## config.mk

```make
export PLATFORM = sky130hd
export DESIGN_NAME = param_mux_stream_reg
export DESIGN_NICKNAME = d
export VERILOG_FILES = /design/src/rtl/param_mux_stream_reg.sv
export SDC_FILE = /design/constraint.sdc
export NUM_CORES = 1
export LEC_CHECK = 0
export ABC_AREA = 1
export ABC_CLOCK_PERIOD_IN_PS = 1100
export BUFFER_PORTS_ARGS = -buffer_cell sky130_fd_sc_hd__buf_2
export CAP_MARGIN = 25
export CORE_AREA = 2 2 39 41
export CTS_CLUSTER_SIZE = 12
export DETAILED_ROUTE_END_ITERATION = 10
export DIE_AREA = 0 0 41 43
export PLACE_DENSITY = 0.7
export SLEW_MARGIN = 20
export SYNTH_ARGS = -nofsm -noshare
export SYNTH_HDL_FRONTEND = slang
export SYNTH_SLANG_ARGS = --single-unit
```

## constraint.sdc

```tcl
create_clock -name clk -period 1.1 [get_ports clk]
set_input_delay 0 -clock clk [delete_from_list [all_inputs] [get_ports clk]]
set_output_delay 0 -clock clk [all_outputs]
set_load 0.05 [all_outputs]
```

## src/rtl/param_mux_stream_reg.sv

```systemverilog
// param_mux_stream_reg: NUM_IN-way streaming mux into one registered output stage.
// Source is picked by an explicit select (mode 0) or by a round-robin arbiter
// (mode 1). The output stage is a single valid/ready register that can drain
// and reload in the same cycle, so a ready consumer sees one word per cycle.
// SEL_W must be wide enough to index every channel (2**SEL_W >= NUM_IN).

// Per-channel accept decode: a lane is ready only when it holds the grant and
// the output register can take a word this cycle.
module param_mux_stream_reg_lane #(
    parameter int SEL_W = 1,
    parameter int IDX   = 0
) (
    input  logic             en,
    input  logic             gnt_vld,
    input  logic [SEL_W-1:0] gnt_idx,
    output logic             ready
);
    assign ready = en && gnt_vld && (gnt_idx == SEL_W'(IDX));
endmodule

module param_mux_stream_reg #(
    parameter int WIDTH  = 6,
    parameter int NUM_IN = 2,
    parameter int SEL_W  = 1
) (
    input  logic                    clk,
    input  logic                    reset_n,
    input  logic [NUM_IN*WIDTH-1:0] in_data,
    input  logic [NUM_IN-1:0]       in_valid,
    output logic [NUM_IN-1:0]       in_ready,
    input  logic                    mode,
    input  logic [SEL_W-1:0]        sel,
    output logic [WIDTH-1:0]        out_data,
    output logic [SEL_W-1:0]        out_src,
    output logic                    out_valid,
    input  logic                    out_ready
);
    logic [SEL_W-1:0] rr_ptr;
    logic             load_en;
    logic             gnt_vld;
    logic [SEL_W-1:0] gnt_idx;
    logic [WIDTH-1:0] gnt_data;
    int               j;

    // The register may take a new word when empty or when it drains this cycle.
    assign load_en = !out_valid || out_ready;

    // Grant selection. Mode 0 only grants an in-range sel; out-of-range sel never
    // matches a lane so nothing is granted. Mode 1 scans cyclically from rr_ptr.
    always_comb begin
        gnt_vld = 1'b0;
        gnt_idx = '0;
        j       = 0;
        if (!mode) begin
            for (int i = 0; i < NUM_IN; i++) begin
                if (sel == SEL_W'(i) && in_valid[i]) begin
                    gnt_vld = 1'b1;
                    gnt_idx = SEL_W'(i);
                end
            end
        end else begin
            for (int k = 0; k < NUM_IN; k++) begin
                j = int'(rr_ptr) + k;
                if (j >= NUM_IN) j = j - NUM_IN;
                if (!gnt_vld && in_valid[j]) begin
                    gnt_vld = 1'b1;
                    gnt_idx = SEL_W'(j);
                end
            end
        end
    end

    // Data steering for the granted channel (constant slices only).
    always_comb begin
        gnt_data = '0;
        for (int i = 0; i < NUM_IN; i++) begin
            if (gnt_idx == SEL_W'(i)) gnt_data = in_data[i*WIDTH +: WIDTH];
        end
    end

    // One accept decoder per channel; reset gates every ready low.
    genvar gi;
    generate
        for (gi = 0; gi < NUM_IN; gi++) begin : g_lane
            param_mux_stream_reg_lane #(.SEL_W(SEL_W), .IDX(gi)) u_lane (
                .en      (reset_n && load_en),
                .gnt_vld (gnt_vld),
                .gnt_idx (gnt_idx),
                .ready   (in_ready[gi])
            );
        end
    endgenerate

    // Output register and round-robin pointer. The pointer only advances on a
    // round-robin transfer, so switching back from mode 0 resumes where it left.
    always_ff @(posedge clk) begin
        if (!reset_n) begin
            out_valid <= 1'b0;
            out_data  <= '0;
            out_src   <= '0;
            rr_ptr    <= '0;
        end else if (load_en) begin
            out_valid <= gnt_vld;
            if (gnt_vld) begin
                out_data <= gnt_data;
                out_src  <= gnt_idx;
                if (mode) begin
                    rr_ptr <= (gnt_idx == SEL_W'(NUM_IN-1)) ? '0 : gnt_idx + 1'b1;
                end
            end
        end
    end
endmodule
```

### Yosys cells after proc, flatten, opt, wreduce, memory -nomap -nowiden

Cells that the tools add are included.

* add/subtract/negate cells: 4
* magnitude comparators: 4
* multiplexer cells: 22
* bitwise gates (word level): 2
* reduce and logical (&&, ||, !) cells: 12

Operators by type and width (count)
* 32-bit two-way mux: 4
* 32-bit by 3-bit < comparator with 1-bit output, second input constant: 2
* 1-bit two-way mux: 17
* 1-bit logical AND: 7
* 6-bit two-way mux: 1
* 3-bit AND reduction: 1
* 1-bit by 2-bit subtractor with 3-bit output, second input constant: 1
* 2-bit by 2-bit subtractor with 3-bit output, second input constant: 1
* 1-bit by 1-bit adder with 2-bit output, second input constant: 1
* 1-bit by 2-bit greater-or-equal comparator with 1-bit output, second input constant: 1
* 2-bit greater-or-equal comparator, second input constant: 1
* 1-bit logical NOT: 2
* 1-bit NOT: 2
* 2-bit AND reduction: 1
* 1-bit adder, second input constant: 1
* 1-bit logical OR: 1

* flip-flop bits (word level): 9
* input port bits: 19
* output and inout port bits: 10
* word-level logic and storage cells: 48

### Depth between registers and ports, before layout

Gate-level depths: netlist of the first run.

* depth after elaboration: 14
* mapped depth: 8
* gate-level depth less buffers: 8

### Hierarchy

A second synthesis of the first run with hierarchy kept.

* cells, all modules: 85
* area, all modules: 536.8 um2

Modules (own cells, without submodules)
* param_mux_stream_reg: instances 1, cells each 80, area each 513.0 um2, seq. area each 180.2 um2
* param_mux_stream_reg_lane at g_lane[1].u_lane: instances 1, cells each 3, area each 13.8 um2, seq. area each 0.0 um2
* param_mux_stream_reg_lane at g_lane[0].u_lane: instances 1, cells each 2, area each 10.0 um2, seq. area each 0.0 um2

### Least setup slack after synthesis of the first run

Ideal clock, no wire load.

* kind: reg-to-reg
* from: register out_valid
* to: register out_src
* library setup time: 0.069 ns
* arrival time: 1.212 ns
* required time: 1.031 ns
* slack: -0.181 ns
* cell stages (with the launch flop): 7
* buffers on the path: 0
* period minus slack after synthesis: 1.281 ns
* cell sequence: dfxtp_1 inv_1 nor2_1 inv_1 nand2_1 nand3_1 o21ai_1

* longest elaborated chain between the ends: 3

RTL lines
* start: declaration: line 35 `output logic out_valid,`
* start signal: assignment: line 103 `out_valid <= gnt_vld;`
* 1-bit logical NOT: line 46 `assign load_en = !out_valid || out_ready;`
* 1-bit logical OR: line 46
* 2-bit AND reduction (no source line)
* end signal: assignment: line 106 `out_src <= gnt_idx;`
* end: declaration: line 34 `output logic [SEL_W-1:0] out_src,`

No other way between the ends.
A chain may end at the register's enable or synchronous reset.

### Worst setup path after layout of the first run

* from: register out_valid
* to: output port in_ready[0]

* longest elaborated chain between the ends: 5

RTL lines
* 1-bit logical NOT: line 46
* 1-bit logical OR: line 46
* 1-bit logical AND: line 86 `.en (reset_n && load_en),`
* 1-bit logical AND (2 in a row): line 18 `assign ready = en && gnt_vld && (gnt_idx == SEL_W'(IDX));`
* end: declaration: line 30 `output logic [NUM_IN-1:0] in_ready,`

No other way between the ends.

==> results of run 1 <==
## metal layers
layer  up-vias  global-route usage (%)  routed length, um
met5         -                       0                  0
li1        320                       -                  -
met4         0                    6.00                  0
met2        15                    28.4                768
met3         0                    6.81                 73
met1       261                    20.3                537
## layout make-up
cell class | count | area (um^2) | share of cell area, %
flip-flops and latches | 9 | 184 | 23.9
well taps | 16 | 20.0 | 2.60
clock buffers | 4 | 26.3 | 3.41
multi-input cells | 59 | 304 | 39.5
inverters | 8 | 30.0 | 3.90
repair buffers | 35 | 205 | 26.7
## how the worst max path moves through the flow
stage | to | slack [ns] | cells after the start
floorplan | out_src$_SDFFE_PN0P_ | 0.05 | 6
detailed placement | out_data[0]$_SDFFE_PN0P_ | 0.06 | 6
global placement | in_ready[1] | 0.07 | 5
finish | in_ready[0] | -0.1 | 6
CTS | in_ready[0] | -0.1 | 6
global route | in_ready[0] | -0.15 | 6
## layout by cell type, fill, tap and decap left out
| cell | count |
|---|---|
| dfxtp_4 | 1 |
| a21oi_2 | 1 |
| dfxtp_1 | 8 |
| inv_2 | 3 |
| clkbuf_4 | 3 |
| inv_1 | 5 |
| nor2_1 | 4 |
| o21ai_0 | 2 |
| nand3_1 | 13 |
| nor2_4 | 3 |
| buf_2 | 26 |
| o21ai_1 | 1 |
| nand2_1 | 31 |
| clkbuf_1 | 1 |
| buf_4 | 7 |
| nand2_2 | 1 |
| nor2_2 | 1 |
| nand3_4 | 1 |
| nand2_8 | 1 |
| buf_6 | 2 |
## worst min-delay path: stages
cell and delay, ns:
buf_2 0.07, nand2_1 0.04, nand2_1 0.05, nand2_1 0.04, nand2_1 0.04
## power by group through the flow
stage	Combinational (uW)	Sequential, uW	Clock [uW]
4_1_cts	315	366	263
3_5_place_dp	289	373	0
5_1_grt	366	371	277
2_1_floorplan	124	459	0
3_3_place_gp	285	374	0
6_report	338	367	254
## Yosys cell counts (all sizes together)
master | count | area (um^2)
o21ai | 3 | 15.0
a21oi | 1 | 5.00
nor2 | 8 | 37.5
buf | 3 | 20.0
inv | 8 | 30.0
dfxtp | 9 | 180
nand2 | 33 | 134
nand3 | 14 | 75.1
## state kept, by name, indices dropped and copies added, names as in the netlist
register,cells
out_valid,1
out_data,6
out_src,1
rr_ptr,1
## metrics by stage
stage          hold slack (ns)  total power (uW)
5_1_grt                 0.0213              1010
3_5_place_dp             0.274               662
4_1_cts                0.00793               944
6_report                0.0126               959
3_3_place_gp             0.277               660
2_1_floorplan            0.184               583
## timing repair
action / CTS / global route
resized for setup: 11 / 3
endpoints found under the setup margin: 2 / 8
buffers inserted: 2 / 4
pin swaps: 3 / 4
## cells by family (layout without fill, tap and decap cells)
family,after synthesis,count (layout),synth area share (%)
compound gates,4,4,4.03
flops,9,9,36.3
simple gates,55,55,49.6
buf+inv,11,47,10.1
==> metrics.md, run 1 <==
| Metric | Value |
|---|---|
| Outcome | finished with violations |
| Failing checks | negative setup slack |
| Fin nets | 135 |
| Crit share post-route | 109% |
| Max-cap violations | 0 |
| Minimum clock period | 1.20 ns |
| RSZ-0062 raised after global routing | yes |
| Drt pass-1 iters | 4 |
| Total gr overflow | 0 |
| Maximum vdd drop | 626 uV |
| WL per Instance | 10.5 um |
| Seq pwr share | 38.3% |
| Crit-path cells | inv_2 -> nor2_4 -> nor2_2 -> nand2_2 -> a21oi_2 -> buf_6 |
| Mapped Avg Cell Area | 6.29 um^2 |
| Share of total power in the clock network | 26.5% |
| Hpwl dp | 934 um |
| Routed via count | 596 |
| Net Count, Synth | 98 |
| Count of final setup violators | 5 |
| I/O pin cnt | 29 |
| CTS sink count | 9 |
| H-tree depth | 1 |
| Routability cong. | 0.804 |
| Chip Width | 41 um |
| Worst Setup Slack, final | -0.0957 ns |
| Antenna violations before repair | 0 |
| GRT Total Usage | 17.7% |
| Filler instances | 135 |
| CTS max path bufs | 2 |
| Reg2reg start | rr_ptr$_SDFFE_PN0P_ |
| Setup CP Type | flip-flop to output pin |
| Antenna diodes | 0 |
| CTS clk-pin slew, worst paths | 0.06 ns |
| Hold_buf cts | 0 |
| Design area | 769 um^2 |
| Area of the mapped netlist | 497 um^2 |
| # rows | 14 |
| Post-Place Worst Slack | 0.0588 ns |
| Post-placement cell area | 648 um^2 |
| CORE AREA | 1380 um^2 |
| Worst Setup Start Kind | flip-flop |
| Fin cells | 131 |
| Inserted Clock Buffers | 3 |
| Worst-case reg-to-reg path depth | 8 |
| Pwr dens | 1250 nW/um^2 |
| CTS tree | built |
| Hold path endpoint | out_data[5]$_SDFFE_PN0P_ |
| Die area | 1760 um^2 |
| Share of cells above drive strength 1 | 43.5% |
| Area growth, synth to finish | 54.9% |
| Die Ht | 43 um |
| Largest stage delay on the critical path | 0.34 ns |
| Count of input and output buffers | 28 |
| Comb pwr share | 35.2% |
| Worst hold path cell count | 5 |
| Dpl cells | 121 |
| Root Buffer | clkbuf_4 |
| DR DRC count | 0 |
| Fmax | 0.836 GHz |
| Total Wirelength | 1380 um |
| Crit path required time | 1.10 ns |
| Final core occ | 55.6% |
| Switch Pwr | 356 uW |
| Clock skew | 0.00492 ns |
| Switching share of power | 37.1% |
| Largest net degree at the start of global routing | 10 |
| Insertion delay to the later sink of the worst-skew pair | 0.26 ns |
| R2r endpoint | out_data[0]$_SDFFE_PN0P_ |
| Hold Fails Final Rpt | 0 |
| Crit path max-delay family | flip-flops |
| DRT antenna net count | 0 |
| Initial Util | 35.9% |
| Post-synthesis sequential area ratio | 36.3% |
| Vias in the first global route | 535 |
| Max_slew headroom | 80.4% |
| Via/cell ratio | 4.55 |
| Post-synthesis cell type count | 15 |
| Crit path from | out_valid$_SDFFE_PN0P_ |
| Slew Limit Fails | 0 |
| Global-route wire length before repair | 2130 um |
| Yosys warnings | 0 |
| Internal power | 604 uW |
| Gate Count Post-Synth | 79 |
| Slew @ Worst Pin | 0.293 ns |
| Leak Pwr | 0.000439 uW |
| Reg2Reg Setup Slack | -0.08 ns |
| Crit-path slowest cell | dfxtp_4 |
| Hold Path Class | input pin to flip-flop |
| Hold_sp | in_data[5] |
| Register bit total from synthesis | 9 |
| Detailed router's first-iteration violation count | 30 |
| Crit-path max FO | 4 |
| Final TNS setup | -0.303 ns |
| Arr. time, crit path | 1.20 ns |
| Worst setup EP type | output pin |
| WP buf/inv | 2 |
Power figures use the tool's default switching activity.
==> run 2: changes to the inputs <==
--- a/config.mk
+++ b/config.mk
@@ -5,7 +5,7 @@
 export SDC_FILE = /design/constraint.sdc
 export NUM_CORES = 1
 export LEC_CHECK = 0
-export ABC_AREA = 1
+export ABC_AREA = 0
 export ABC_CLOCK_PERIOD_IN_PS = 1100
 export BUFFER_PORTS_ARGS = -buffer_cell sky130_fd_sc_hd__buf_2
 export CAP_MARGIN = 25
@@ -13,7 +13,7 @@
 export CTS_CLUSTER_SIZE = 12
 export DETAILED_ROUTE_END_ITERATION = 10
 export DIE_AREA = 0 0 41 43
-export PLACE_DENSITY = 0.7
+export PLACE_DENSITY = 0.72
 export SLEW_MARGIN = 20
 export SYNTH_ARGS = -nofsm -noshare
 export SYNTH_HDL_FRONTEND = slang
==> metrics.md, run 2 <==
| Metric | Value |
|---|---|
| Outcome | finished with violations |
| Failing checks | negative setup slack |
| Synth cell count leaders | 9 x dfxtp_1, 7 x a21oi_1, 7 x nand3_1 |
| Fin nets | 117 (-13%) |
| Register bit total from synthesis | 9 (unchanged) |
| Root Buffer | clkbuf_4 |
| Largest family of logic cells by synthesized area | compound AO/OA/AOI/OAI gates |
| Gate Count Post-Synth | 57 (-28%) |
| Multiplexer share of the synthesized area | 0% (unchanged) |
| Post-Place Worst Slack | -0.0979 ns (-0.157 ns) |
| Area of the mapped netlist | 524 um^2 (+5.5%) |
| Most common cell in the synthesized netlist | dfxtp_1 |
| Area growth, synth to finish | 56.3% |
| Count of input and output buffers | 28 (unchanged) |
| WL per Instance | 12.3 um (+17%) |
| Crit-path slowest cell | dfxtp_4 |
| Synthesized-area fraction occupied by adder cells | 0% (unchanged) |
| Crit-path max FO | 4 (unchanged) |
| Compound-Gate Fraction of Synth Area | 34.4% (+30 points) |
| RSZ-0062 raised after global routing | yes |
| Largest cells by area after synthesis | dfxtp_1 34%, a311oi_2 14%, a21oi_1 6.7% |
| Clock skew | 0.000312 ns (-0.00461 ns) |
| Crit path required time | 1.10 ns (about the same) |
| Post-placement cell area | 726 um^2 (+12%) |
| Filler instances | 125 (-7.4%) |
| Reg2reg start | out_valid$_SDFFE_PN0P_ |
| DR DRC count | 0 (unchanged) |
| # rows | 14 (unchanged) |
| Worst-case reg-to-reg path depth | 7 (-1) |
| Total gr overflow | 0 (unchanged) |
| GRT Total Usage | 17.3% (-0.42 points) |
| CTS tree | built |
| Die area | 1760 um^2 (unchanged) |
| Worst Setup Slack, final | -0.239 ns (-0.143 ns) |
| Routed via count | 598 (+0.34%) |
| Die Ht | 43 um (unchanged) |
| Leak Pwr | 0.000392 uW (-11%) |
| Vias in the first global route | 527 (-1.5%) |
| Dpl cells | 105 (-13%) |
| Worst setup EP type | output pin |
| Largest stage delay on the critical path | 0.35 ns (about the same) |
| Mapped Avg Cell Area | 9.20 um^2 (+46%) |
| Via/cell ratio | 5.29 (+16%) |
| I/O pin cnt | 29 (unchanged) |
| Detailed router's first-iteration violation count | 14 (-53%) |
| Slew @ Worst Pin | 0.258 ns (-0.0347 ns) |
| DRT antenna net count | 0 (unchanged) |
| CTS clk-pin slew, worst paths | 0.06 ns (about the same) |
| Drt pass-1 iters | 4 (unchanged) |
| Commonest non-fill, non-tap cell in the layout | buf_2 |
| Post-synthesis sequential area ratio | 34.4% (-1.9 points) |
| CTS sink count | 9 (unchanged) |
| Initial Util | 37.9% (+2.0 points) |
| Yosys warnings | 0 (unchanged) |
| Arr. time, crit path | 1.34 ns (+0.14 ns) |
| Area leader, netlist | dfxtp_1 |
| Post-synthesis cell type count | 24 (+9) |
| Critical Path End | in_ready[1] |
| Worst Setup Start Kind | flip-flop |
| Hold Path Class | input pin to flip-flop |
| Crit share post-route | 122% (+13 points) |
| Reg2Reg Setup Slack | -0.20 ns (-0.12 ns) |
| CTS max path bufs | 2 (unchanged) |
| Antenna violations before repair | 0 (unchanged) |
| Simple-gate share of the synthesized area | 22.4% (-27 points) |
| Total Wirelength | 1390 um (+0.65%) |
| Most flops, register | out_data |
| Insertion delay to the later sink of the worst-skew pair | 0.25 ns (about the same) |
| EDFF count, synth | 0 (unchanged) |
| Design area | 820 um^2 (+6.5%) |
| R2r endpoint | out_data[0]$_SDFFE_PN0P_ |
| Flip-flop count of the largest register, all copies and words added | 6 (unchanged) |
| Yosys top cell area share | 34.4% (-1.9 points) |
| Most frequent cells in the layout | 26 x buf_2, 10 x buf_4, 8 x dfxtp_1 |
| Crit-path cells | nand2b_4 -> o31a_1 -> and2_4 -> nor3b_4 -> buf_6 |
| Minimum clock period | 1.34 ns (+0.143 ns) |
| CORE AREA | 1380 um^2 (unchanged) |
| Net Count, Synth | 76 (-22%) |
| Largest net degree at the start of global routing | 10 (unchanged) |
| Slew Limit Fails | 0 (unchanged) |
| Share of cells above drive strength 1 | 56.7% (+13 points) |
| Async S/R FF share, synth | 0% (unchanged) |
| Hold Fails Final Rpt | 0 (unchanged) |
| Antenna diodes | 0 (unchanged) |
| Xor/xnor share of the synthesized area | 0% (unchanged) |
| H-tree depth | 1 (unchanged) |
| Fin cells | 113 (-14%) |
| Global-route wire length before repair | 2130 um (+0.33%) |
| Max-cap violations | 0 (unchanged) |
| Hold_buf cts | 0 (unchanged) |
| Inserted Clock Buffers | 3 (unchanged) |
| Chip Width | 41 um (unchanged) |
| Fmax | 0.747 GHz (-11%) |
| Primary FF master, synth | dfxtp_1 |
| Count of final setup violators | 8 (+3) |
| Routability cong. | 0.841 (+4.5%) |
| Hpwl dp | 1010 um (+8.3%) |
| Max_slew headroom | 82.7% (+2.3 points) |
| Crit path from | out_valid$_SDFFE_PN0P_ |
| Maximum vdd drop | 757 uV (+21%) |
| Setup CP Type | flip-flop to output pin |
| Pwr dens | 1270 nW/um^2 (+2.1%) |
==> run 2: cell types whose count changed after synthesis, sizes merged, moves of 2 or more <==
cell and change:
inv -8, and2 +2, o21ai -3, a21oi +6
a311oi +5, nor2 -7, buf +2, nand2b +2
nand2 -27, nand3 -7, nand3b +2
==> run 2: repair_timing <==
action,in CTS,in global routing
setup buffers,4,2
gates resized for setup,7,3
setup endpoints to repair,8,8
pin swaps,4,3
endpoints found under the hold margin,0,0
==> run 2: metrics by stage <==
step	TNS, ns	total power [uW]	utilization, %	hold slack (ns)
finish	-1.32	1040	59.2	0.00666
global route	-1.76	1100	59.2	0.0146
CTS	-1.05	1030	57.6	0.00269
detailed placement	-0.264	751	52.4	0.280
global placement	-0.0883	745	52.4	0.268
floorplan	-1.58	653	-	0.142
==> run 2: logic make-up (layout without fill, tap and decap cells) <==
| group | count (synthesis) | after routing |
|---|---|---|
| AND/OR/NAND/NOR | 22 | 22 |
| AO/OA/AOI/OAI | 20 | 20 |
| flip-flops | 9 | 9 |
| buffers and inverters | 6 | 46 |
==> run 2: cell type report <==
| cell class | count | area [um^2] | area share, % |
|---|---|---|---|
| multi-input combinational | 42 | 324 | 39.5 |
| sequential | 9 | 184 | 22.4 |
| clock buffer | 4 | 26.3 | 3.21 |
| timing repair buffer | 41 | 262 | 31.9 |
| inverter | 1 | 3.75 | 0.458 |
| tap | 16 | 20.0 | 2.44 |
==> run 2: worst min path at each step <==
stage                        from                        to  slack [ns]  depth (start not counted)
after floorplan           reset_n  out_data[1]$_SDFFE_PN0P_        0.14                          1
after global placement    reset_n  out_data[1]$_SDFFE_PN0P_        0.27                          2
after detailed placement  reset_n  out_data[1]$_SDFFE_PN0P_        0.28                          2
after CTS                 reset_n  out_data[1]$_SDFFE_PN0P_       0.003                          2
after global routing      reset_n  out_data[1]$_SDFFE_PN0P_        0.01                          2
final                     reset_n  out_data[1]$_SDFFE_PN0P_       0.007                          2
==> run 2: per-layer routing <==
layer	wire (um)	track usage [%]	vias to the layer above
met2	744	28.1	23
met3	75	3.14	4
met5	0	0	-
li1	-	-	296
met1	541	21.5	275
met4	28	6.00	0
==> run 2: critical path: cells and delay by family, from the launching register on <==
kind | cells | cell delay [ns]
and+or+nand+nor | 3 | 0.41
DFF | 1 | 0.35
buffers and inverters | 1 | 0.18
AOI/OAI and AO/OA | 1 | 0.15
==> run 2: power by group <==
| group | total, uW | internal, uW | switching [uW] | leakage (uW) |
|---|---|---|---|---|
| clock | 255 | 140 | 115 | 0.0000150 |
| sequential | 373 | 357 | 15.8 | 0.0000752 |
| combinational | 416 | 171 | 245 | 0.000301 |
| total | 1040 | 668 | 376 | 0.000392 |
==> run 3: changes to the inputs <==
--- a/config.mk
+++ b/config.mk
@@ -14,6 +14,7 @@
 export DETAILED_ROUTE_END_ITERATION = 10
 export DIE_AREA = 0 0 41 43
 export PLACE_DENSITY = 0.72
+export SETUP_SLACK_MARGIN = 0.4
 export SLEW_MARGIN = 20
 export SYNTH_ARGS = -nofsm -noshare
 export SYNTH_HDL_FRONTEND = slang
==> metrics.md, run 3 (synthesized netlist as in run 2, its figures left out) <==
| Metric | Value |
|---|---|
| Outcome | finished with violations |
| Failing checks | negative hold slack, negative setup slack |
| Pwr dens | 1230 nW/um^2 (-3.4%) |
| Max-cap violations | 0 (unchanged) |
| Reg2reg start | out_valid$_SDFFE_PN0P_ |
| Crit path required time | 1.10 ns (about the same) |
| Reg2Reg Setup Slack | -0.23 ns (-0.03 ns) |
| Detailed router's first-iteration violation count | 9 (-5) |
| Final TNS setup | -1.49 ns (-0.167 ns) |
| Crit-path max FO | 4 (unchanged) |
| CTS clk-pin slew, worst paths | 0.06 ns (about the same) |
| Crit-path slowest cell | dfxtp_4 |
| Antenna diodes | 0 (unchanged) |
| R2r endpoint | out_data[4]$_SDFFE_PN0P_ |
| Slew @ Worst Pin | 0.271 ns (+0.0130 ns) |
| # rows | 14 (unchanged) |
| DR DRC count | 0 (unchanged) |
| Hold path endpoint | out_data[4]$_SDFFE_PN0P_ |
| Hold Path Class | input pin to flip-flop |
| Minimum clock period | 1.35 ns (+0.0145 ns) |
| Area growth, synth to finish | 78.8% |
| Worst Setup Slack, final | -0.254 ns (-0.0145 ns) |
| Filler instances | 106 (-15%) |
| Worst Setup Start Kind | flip-flop |
| CTS tree | built |
| CTS sink count | 9 (unchanged) |
| Inserted Clock Buffers | 3 (unchanged) |
| Flip-flop count of the largest register, all copies and words added | 6 (unchanged) |
| Final core occ | 67.7% (+8.5 points) |
| Most flops, register | out_data |
| Fin nets | 117 (unchanged) |
| Vias in the first global route | 554 (+5.1%) |
| Chip Width | 41 um (unchanged) |
| Most frequent cells in the layout | 18 x buf_2, 8 x dfxtp_2, 8 x buf_8, 8 x buf_4 |
| Largest net degree at the start of global routing | 10 (unchanged) |
| Maximum vdd drop | 813 uV (+7.4%) |
| RSZ-0062 raised after global routing | yes |
| Die Ht | 43 um (unchanged) |
| Leak Pwr | 0.000420 uW (+7.3%) |
| Initial Util | 37.9% (unchanged) |
| Setup CP Type | flip-flop to output pin |
| Worst setup EP type | output pin |
| Root Buffer | clkbuf_4 |
| Share of cells above drive strength 1 | 67.0% (+10 points) |
| Insertion delay to the later sink of the worst-skew pair | 0.28 ns (+0.03 ns) |
| CTS max path bufs | 2 (unchanged) |
| Total Wirelength | 1540 um (+11%) |
| GRT Total Usage | 19.5% (+2.2 points) |
| Crit-path cells | nand2b_4 -> o31a_1 -> and2_4 -> nor3b_4 -> buf_6 |
| WL per Instance | 13.6 um (+11%) |
| DRT antenna net count | 0 (unchanged) |
| Fin cells | 113 (unchanged) |
| Clock skew | 0.00426 ns (+0.00395 ns) |
| Drt pass-1 iters | 4 (unchanged) |
| Arr. time, crit path | 1.35 ns (about the same) |
| Die area | 1760 um^2 (unchanged) |
| Count of final setup violators | 8 (unchanged) |
| Hold_sp | in_data[4] |
| Worst hold path cell count | 3 (+1) |
| Routed via count | 594 (-0.67%) |
| Fmax | 0.739 GHz (-1.1%) |
| Worst-case reg-to-reg path depth | 7 (unchanged) |
| Dpl cells | 105 (unchanged) |
| Commonest non-fill, non-tap cell in the layout | buf_2 |
| Hold Fails Final Rpt | 3 (+3) |
| Hold Slack | -0.00588 ns (-0.0125 ns) |
| Power Total | 1150 uW (+10%) |
| Max_slew headroom | 81.8% (-0.91 points) |
| Largest stage delay on the critical path | 0.35 ns (about the same) |
| H-tree depth | 1 (unchanged) |
| Routability cong. | 0.785 (-6.6%) |
| Crit path from | out_valid$_SDFFE_PN0P_ |
| Antenna violations before repair | 0 (unchanged) |
| Hpwl dp | 979 um (-3.3%) |
| Global-route wire length before repair | 2220 um (+4.2%) |
| Count of input and output buffers | 28 (unchanged) |
| CORE AREA | 1380 um^2 (unchanged) |
| Via/cell ratio | 5.26 (-0.67%) |
| Slew Limit Fails | 0 (unchanged) |
| Total gr overflow | 0 (unchanged) |
| Crit share post-route | 123% (+1.3 points) |
| I/O pin cnt | 29 (unchanged) |
-- run 3: area by class of cell --
class                   instances  area [um^2]  share of cell area, %
clock buffers                   4         26.3                   2.80
inverters                       1         3.75                  0.401
multi-input cells              42          345                   36.8
flip-flops and latches          9          194                   20.7
well taps                      16         20.0                   2.14
repair buffers                 41          348                   37.1
-- run 3: worst max-delay path, delay by kind of cell (launching register included) --
| kind | cells | cell delay [ns] |
|---|---|---|
| AO/OA/AOI/OAI | 1 | 0.14 |
| flip-flops | 1 | 0.35 |
| AND/OR/NAND/NOR | 3 | 0.40 |
| buffers and inverters | 1 | 0.18 |
-- run 3: worst max-delay path by stage --
stage,cells past startpoint,to
3_3_place_gp,5,out_data[1]$_SDFFE_PN0P_
6_report,5,in_ready[1]
2_1_floorplan,6,out_data[1]$_SDFFE_PN0P_
4_1_cts,5,in_ready[1]
3_5_place_dp,5,in_ready[1]
5_1_grt,5,in_ready[1]
-- run 3: metrics by stage --
step           instance area [um^2]  hold slack [ns]  setup slack (ns)
6_report                        937         -0.00588            -0.254
5_1_grt                         937           0.0123            -0.302
3_3_place_gp                    728            0.268           -0.0137
3_5_place_dp                    728            0.273          -0.00937
4_1_cts                         867          -0.0116            -0.242
2_1_floorplan                   557            0.142            -0.231
-- run 3: what timing repair did --
action,CTS,global route
pin swaps,6,8
endpoints found under the setup margin,19,19
hold endpoints to repair,1,1
gates resized for setup,35,12
setup buffers,1,2
-- run 3: report_power, final --
| group | switching (uW) | total, uW | internal, uW |
|---|---|---|---|
| logic | 255 | 484 | 229 |
| registers | 27.1 | 390 | 363 |
| clock network | 137 | 278 | 141 |
-- run 3: routing by layer --
metal / routed length (um) / vias to the layer above / track usage (%)
met5: 0 / - / 0
met2: 779 / 21 / 29.1
met4: 69 / 0 / 20.0
li1: - / 294 / -
met1: 622 / 275 / 20.6
met3: 70 / 4 / 3.66
